<file path="src/rtl/decoder_pkg.sv">
// decoder_pkg: parameter limits and the elaboration-time width check that
// decoder_pipe and dec_onehot share.
// The DECODER_PKG_CHECK macro expands to a generate-if that stops elaboration
// when NUM_OUT does not fit in SEL_W select bits.

`ifndef DECODER_PKG_SV
`define DECODER_PKG_SV

package decoder_pkg;

  // Supported range of the select width.
  localparam int SEL_W_MIN = 1;
  localparam int SEL_W_MAX = 6;

  // Returns 1 when the select width is supported and the output count fits
  // in it (1 <= num_out <= 2**sel_w).
  function automatic bit onehot_width_ok(input int sel_w, input int num_out);
    return (sel_w >= SEL_W_MIN) && (sel_w <= SEL_W_MAX) &&
           (num_out >= 1) && (num_out <= (1 << sel_w));
  endfunction

endpackage

// Place inside a module body after its parameters are declared.
`define DECODER_PKG_CHECK(SEL_W_, NUM_OUT_) \
  if (!decoder_pkg::onehot_width_ok(SEL_W_, NUM_OUT_)) begin : g_bad_params \
    $error("decoder: illegal SEL_W/NUM_OUT combination"); \
  end

`endif

</file>
<file path="src/rtl/dec_onehot.sv">
// dec_onehot: combinational binary-to-one-hot decoder with enable and
// out-of-range flag. y has at most one bit set. err is set only when the
// decoder is enabled and sel has no matching output.

module dec_onehot
  import decoder_pkg::*;
#(
  parameter int SEL_W   = 3,
  parameter int NUM_OUT = 8
) (
  input  logic [SEL_W-1:0]   sel,
  input  logic               en,
  output logic [NUM_OUT-1:0] y,
  output logic               err
);

  `DECODER_PKG_CHECK(SEL_W, NUM_OUT)

  // Match sel against each implemented output index; no hit while enabled means out of range.
  always_comb begin
    // NOTE: every output gets a default first, so no path leaves a value held (no latch).
    y   = '0;
    err = 1'b0;
    if (en) begin
      for (int i = 0; i < NUM_OUT; i++) begin
        if (sel == SEL_W'(i)) y[i] = 1'b1;
      end
      err = ~(|y);
    end
  end

endmodule

</file>
<file path="src/rtl/decoder_pipe.sv">
// decoder_pipe: registered one-hot decoder with a valid/ready handshake.
// The select is decoded on the input side. The {err, y} word then passes
// through a 2-entry skid buffer (main + skid), so throughput stays at one word
// per cycle while in_ready comes straight from a flop.
// Optional feature, enabled by defining DECODER_PIPE_ACC_EN: an
// OR-accumulator of handshaken words, using the acc_clr and acc_y ports.

module decoder_pipe
  import decoder_pkg::*;
#(
  parameter int SEL_W   = 3,
  parameter int NUM_OUT = 8
) (
  input  logic               clk,
  input  logic               rst_n,
  input  logic               in_valid,
  output logic               in_ready,
  input  logic [SEL_W-1:0]   in_sel,
  input  logic               in_en,
  output logic               out_valid,
  input  logic               out_ready,
  output logic [NUM_OUT-1:0] out_y,
  output logic               out_err
`ifdef DECODER_PIPE_ACC_EN
  ,
  input  logic               acc_clr,
  output logic [NUM_OUT-1:0] acc_y
`endif
);

  `DECODER_PKG_CHECK(SEL_W, NUM_OUT)

  localparam int W = NUM_OUT + 1;  // {err, y}

  logic [NUM_OUT-1:0] dec_y;
  logic               dec_err;
  logic [W-1:0]       new_word;

  logic               main_valid;
  logic [W-1:0]       main_word;
  logic               skid_valid;
  logic [W-1:0]       skid_word;

  logic               accept;
  logic               out_hs;

  dec_onehot #(
    .SEL_W  (SEL_W),
    .NUM_OUT(NUM_OUT)
  ) u_dec (
    .sel(in_sel),
    .en (in_en),
    .y  (dec_y),
    .err(dec_err)
  );

  assign new_word  = {dec_err, dec_y};
  assign in_ready  = ~skid_valid;
  assign accept    = in_valid & in_ready;
  assign out_hs    = main_valid & out_ready;

  assign out_valid = main_valid;
  assign out_y     = main_word[NUM_OUT-1:0];
  assign out_err   = main_word[NUM_OUT];

  // Skid buffer. Main refills whenever it is empty or being consumed, taking
  // the skid word first to keep FIFO order. A stalled main diverts the new
  // word into skid.
  always_ff @(posedge clk or negedge rst_n) begin
    if (!rst_n) begin
      // NOTE: the data registers are reset as well, because out_y/out_err must read zero during reset.
      main_valid <= 1'b0;
      main_word  <= '0;
      skid_valid <= 1'b0;
      skid_word  <= '0;
    end else begin
      // NOTE: non-blocking assignments here, so each register reads its pre-edge neighbours.
      if (out_hs || !main_valid) begin
        if (skid_valid) begin
          // Skid full implies in_ready=0, so no accept can collide here.
          main_word  <= skid_word;
          main_valid <= 1'b1;
          skid_valid <= 1'b0;
        end else if (accept) begin
          main_word  <= new_word;
          main_valid <= 1'b1;
        end else begin
          main_valid <= 1'b0;
        end
      end else if (accept) begin
        skid_word  <= new_word;
        skid_valid <= 1'b1;
      end
    end
  end

`ifdef DECODER_PIPE_ACC_EN
  // OR-accumulate every handshaken word. A clear keeps only the word
  // handshaken in the same cycle.
  always_ff @(posedge clk or negedge rst_n) begin
    if (!rst_n) begin
      acc_y <= '0;
    end else if (acc_clr) begin
      acc_y <= out_hs ? out_y : '0;
    end else if (out_hs) begin
      acc_y <= acc_y | out_y;
    end
  end
`endif

endmodule

</file>
<file path="config.mk">
export PLATFORM = sky130hd
export DESIGN_NAME = decoder_pipe
export DESIGN_NICKNAME = d
export VERILOG_FILES = /design/src/rtl/decoder_pkg.sv /design/src/rtl/dec_onehot.sv /design/src/rtl/decoder_pipe.sv
export SDC_FILE = /design/constraint.sdc
export NUM_CORES = 1
export LEC_CHECK = 0
export BUFFER_PORTS_ARGS = -buffer_cell sky130_fd_sc_hd__buf_2
export CAP_MARGIN = 20
export CORE_MARGIN = 4
export CORE_UTILIZATION = 45
export CTS_CLUSTER_SIZE = 16
export DETAILED_ROUTE_END_ITERATION = 7
export GPL_TIMING_DRIVEN = 0
export HOLD_SLACK_MARGIN = 0.05
export PLACE_DENSITY = 0.71
export SYNTH_ARGS = -nofsm -noshare
export SYNTH_HDL_FRONTEND = slang
export SYNTH_SLANG_ARGS = --single-unit
</file>
<file path="constraint.sdc">
create_clock -name clk -period 1.9 [get_ports clk]
set_input_delay 0 -clock clk [delete_from_list [all_inputs] [get_ports clk]]
set_output_delay 0 -clock clk [all_outputs]
set_load 0.02 [all_outputs]
</file>
---- Word-level counts from Yosys, hierarchy flattened ----
Index checks and enable logic that the tools add are counted.
operators by class
  bitwise gates (word level) .............. 5
  equality and inequality tests ........... 7
  reductions and logical operators ........ 8
  mux-type cells .......................... 24
operators with widths
  kind                  number
  $mux W1               21
  $mux W9               2
  $eq A3 B3 Y1 const B  4
  $mux W8               1
  $reduce_or A8 Y1      1
  $eq A3 B2 Y1 const B  2
  $reduce_and A2 Y1     2
  $reduce_bool A2 Y1    2
  $eq A3 B1 Y1 const B  1
  $logic_not A3 Y1      1
  $not A1 Y1            3
  $and A1 B1 Y1         2
  $logic_not A1 Y1      1
  $logic_or A1 B1 Y1    1
word-level totals
  word-level logic and storage cells ...... 48
  output and inout bits ................... 11
  register bits after elaboration ......... 20

---- Longest topological paths before layout ----
  depth in word-level cells ............... 8
  depth in mapped cells ................... 5
  mapped depth without buffers ............ 3

---- Modules after synthesis ----
Synthesis repeated with hierarchy kept, for this count alone.
second synthesis, totals
  cells, all modules ...................... 67
  area total of the unflattened synthesis .. 1056.0 sq um
by module, submodules not included
  module        times used  cells an instance  seq. area each (sq um)  area each (sq um)
  decoder_pipe  1           57                 500.5                   948.4
  dec_onehot    1           10                 0.0                     107.6

---- Worst setup path before layout ----
OpenSTA, ideal clock, no wires.
  path type ............................... reg-to-reg
  from .................................... reg skid_valid
  to ...................................... reg main_word[7]
  clock period less this slack ............ 1.382 ns
  data arrival time ....................... 1.257 ns
  path buffers ............................ 2
  setup slack ............................. 0.518 ns
  stages on the path, launching flop included .. 6
  path through ............................ dfrtp_1 -> or2_1 -> buf_6 -> and2_4 -> buf_6 -> mux2_4
between the ends
  word-level cells in the longest chain between the ends .. 4
  elaborated cells between the ends (all ways) .. 5
  classes of those cells .................. 1 x mux; 2 x bitwise; 2 x reduce/logical
RTL lines
  what                          RTL line            RTL
  start, declared               decoder_pipe.sv:41  logic skid_valid;
  start signal, assigned        decoder_pipe.sv:74  skid_valid <= 1'b0;
  start signal, assigned        decoder_pipe.sv:83  skid_valid <= 1'b0;
  start signal, assigned        decoder_pipe.sv:92  skid_valid <= 1'b1;
  $not A1 Y1                    decoder_pipe.sv:58  assign in_ready = ~skid_valid;
  $and A1 B1 Y1                 decoder_pipe.sv:59  assign accept = in_valid & in_ready;
  $reduce_bool A2 Y1 (no line)  -
  $reduce_and A2 Y1 (no line)   -
  end signal, assigned          decoder_pipe.sv:81  main_word <= skid_word;
  end signal, assigned          decoder_pipe.sv:85  main_word <= new_word;
  end, declared                 decoder_pipe.sv:40  logic [W-1:0] main_word;
Parallel ways exist; a longest one is shown, timed or not.
A chain may end at the register's enable or synchronous reset.

---- Final worst setup path ----
  from .................................... reg skid_valid
  to ...................................... out in_ready
between the ends
  word-level cells in the longest chain between the ends .. 1
RTL lines
  what           RTL line            RTL
  $not A1 Y1     decoder_pipe.sv:58
  end, declared  decoder_pipe.sv:17  output logic in_ready,
No other way between the ends.

==> reports/qor.txt <==
Final cell count without fillers: 149
Portion of netlist area occupied by mux cells: 1.62%
Area enclosed by the die boundary: 2840 µm²
Launching point of the worst reg2reg path: skid_valid
Final TNS setup: 0 ns
TritonCTS clock tree: yes
Number of gates resized after CTS: 0
End point of the critical path: in_ready
Count of endpoints failing setup in the final report: 0
Synth top area share: 54.1%
Timing-limited maximum frequency: 672 MHz
Slack of the worst reg-to-reg path: 0.44 ns
Final Critical Period: 1.49 ns
Initial core utilization: 47.1%
Area grow syn2layout: 22.9%
Worst setup path start: skid_valid
Number of synthesis warnings: 0
Maximum number of pins on one net before global-route repair: 21
Final Util: 57.9%
Drt drc: 0
Total track usage: 16.1%
Setup Skew: 0.00526 ns
Vias after detailed routing: 815
Flip-flop and latch count after synthesis: 20
Number of inserted diodes: 0
Max stage delay on crit path: 0.38 ns
Power Density: 785 nW/µm²
Clock latency at the later pin of the worst-skew pair: 0.30 ns
Leading area contributor after synthesis: dfrtp_1
Placement row count: 16
CTS Sinks: 20
Global-route wire length before repair: 3.32 mm
Antenna violations before repair: 0
Cell with the most instances after synthesis: dfrtp_1
Post-DP HPWL: 1.44 mm
Xor and xnor fraction of the mapped netlist area: 0%
Required @ worst endpoint: 1.90 ns
Final hold violation count: 0
Leakage power of the design: 0.503 nW
Net count after synthesis: 103
Number of search-and-repair iterations in the first detailed-routing pass: 4
Clock buffer depth: 2
Yosys cell types: 24
Reg-to-Reg End: main_word[7]
Top post-synthesis cells by area: dfrtp_1 (54%), nand2_1 (7.7%), a31oi_1 (4.7%)
Worst IR Drop VDD: 0.303 mV
Worst min path class: input pin to asynchronous set/reset pin
Syn_area_per_cell: 9.73 µm²
Data arrival, critical path: 1.49 ns
Average wire per cell in the routed design: 13.7 µm
Quantity of hold-fixing buffers added after cts: 7
Vias per cell: 5.47
Count of antenna-violating nets left after detailed routing: 0
H-tree levels: 1
Crit share post-route: 78.4%
Depth of the most critical reg-to-reg path: 5
Number of max-cap violations: 0
Synth async-reset ratio: 100%
Max-slew violation count: 0
Type of the worst setup path: register to output pin
Synthesized netlist cell count: 95
Synth Area in Compound Gates: 16.2%
Core box area: 1960 µm²
Kind of start point of the critical path: register
Total routed wirelength: 2.04 mm
Largest family of logic cells by synthesized area: simple AND/OR/NAND/NOR gates
Top_reg_cell synth: dfrtp_1
Final Wtd Congestion: 0.710
Adder-cell share of the synthesized area: 0%
Result of the run: completed
Placed cell count: 139
Post-route setup slack: 0.411 ns
Layout Nets: 132
Critical path cell sequence: buf_2 > clkbuf_1 > inv_1 > buf_2
Seq/Total Area, Yosys: 54.1%
Slowest library cell on the worst path: dfrtp_1
DRT iter0 DRCs: 18
Clock-pin slew on the worst setup and hold paths: 0.11 ns
Aggregate global routing overflow: 0
Number of I/O pins: 19
Worst hold slack after final layout: 0.168 ns
Maximum fanout along the worst path: 10
Worst rel slew slack: 70.1%
Post-CTS Setup Bufs: 0
Number of synthesized flops with an enable pin: 0
TritonCTS Buffers: 3
Setup repair after global routing missed its margin: no
Buffer cell driving the clock tree root: clkbuf_4
Horizontal die dimension: 53.3 µm
Count of input and output buffers: 17
Type of destination of the critical path: output pin
Tightest Pin Transition: 0.449 ns
Chip height: 53.3 µm
Setup Slack @ Placement: 0.461 ns
Area of the mapped netlist: 925 µm²
Cell type with the highest occurrence count on the critical path: buf_2
Share of synthesized cell area in and, or, nand and nor gates: 21.0%
Commonest cells post-synth: dfrtp_1 (20), nand2_1 (19), a21oi_1 (7), a31oi_1 (7)
Fraction of layout cells with a size suffix above 1: 23.8%
Number of global-route vias before repair: 764
-- cell usage in the layout, fill, tap and decap left out, types with 3 or more instances in the layout --
| cell type | count |
|---|---|
| o31ai_1 | 4 |
| nand2b_1 | 3 |
| dlygate4sd3_1 | 7 |
| clkbuf_1 | 3 |
| dfrtp_1 | 20 |
| a21oi_1 | 7 |
| buf_2 | 21 |
| or4_1 | 3 |
| nand2_1 | 19 |
| or3_1 | 4 |
| a31oi_1 | 7 |
| clkbuf_4 | 3 |
| o41ai_1 | 3 |
-- state kept, by name (all words and copies together) (netlist names) --
register and flops:
main_word 9, out_valid 1, skid_word 9, skid_valid 1
-- per-stage QoR --
step	total power [mW]	cell area (µm²)
finish	0.892	1140
global route	0.937	1140
CTS	0.902	1140
detailed placement	0.695	1040
global placement	0.686	1040
floorplan	0.621	925
-- worst max-delay path, delay by kind of cell, from the launching register on --
kind                   cells  cell delay, ns
buffers and inverters      4            0.81
DFF                        1            0.38
-- where the power goes --
group | switching [mW] | leakage [nW] | total [mW] | internal (mW)
combinational | 0.127 | 0.230 | 0.207 | 0.0797
clock | 0.124 | 0.0138 | 0.198 | 0.0739
sequential | 0.0222 | 0.260 | 0.488 | 0.465
-- routing by layer --
metal | vias to the layer above | track usage, % | share of wire, %
met2 | 26 | 28.0 | 50
met4 | 0 | 8.09 | 1.9
met3 | 5 | 2.82 | 3.9
li1 | 392 | - | -
met1 | 392 | 18.8 | 45
met5 | - | 0 | 0
-- final cells by class --
cell class / count / area, µm²
fillers: 199 / 826
flip-flops and latches: 20 / 500
multi-input cells: 63 / 359
repair buffers: 24 / 155
plain buffers: 9 / 53.8
well taps: 27 / 33.8
clock buffers: 3 / 22.5
inverters: 3 / 11.3
-- how the worst min path moves through the flow --
stage                     depth (start not counted)           end  slack, ns
after detailed placement                          1  main_word[7]      -0.03
after global placement                            1  main_word[7]      -0.04
after floorplan                                   0  main_word[0]      -0.30
after CTS                                         2  main_word[7]       0.18
after global routing                              2  main_word[7]       0.21
final                                             2  skid_word[2]       0.17
-- cells by family (layout without fill, tap and decap cells) --
family / count (synthesis) / count (layout)
simple gates: 38 / 38
mux: 1 / 1
flops: 20 / 20
buf+inv: 12 / 39
compound gates: 24 / 24
Note: power is estimated with default switching activity, not from simulation.
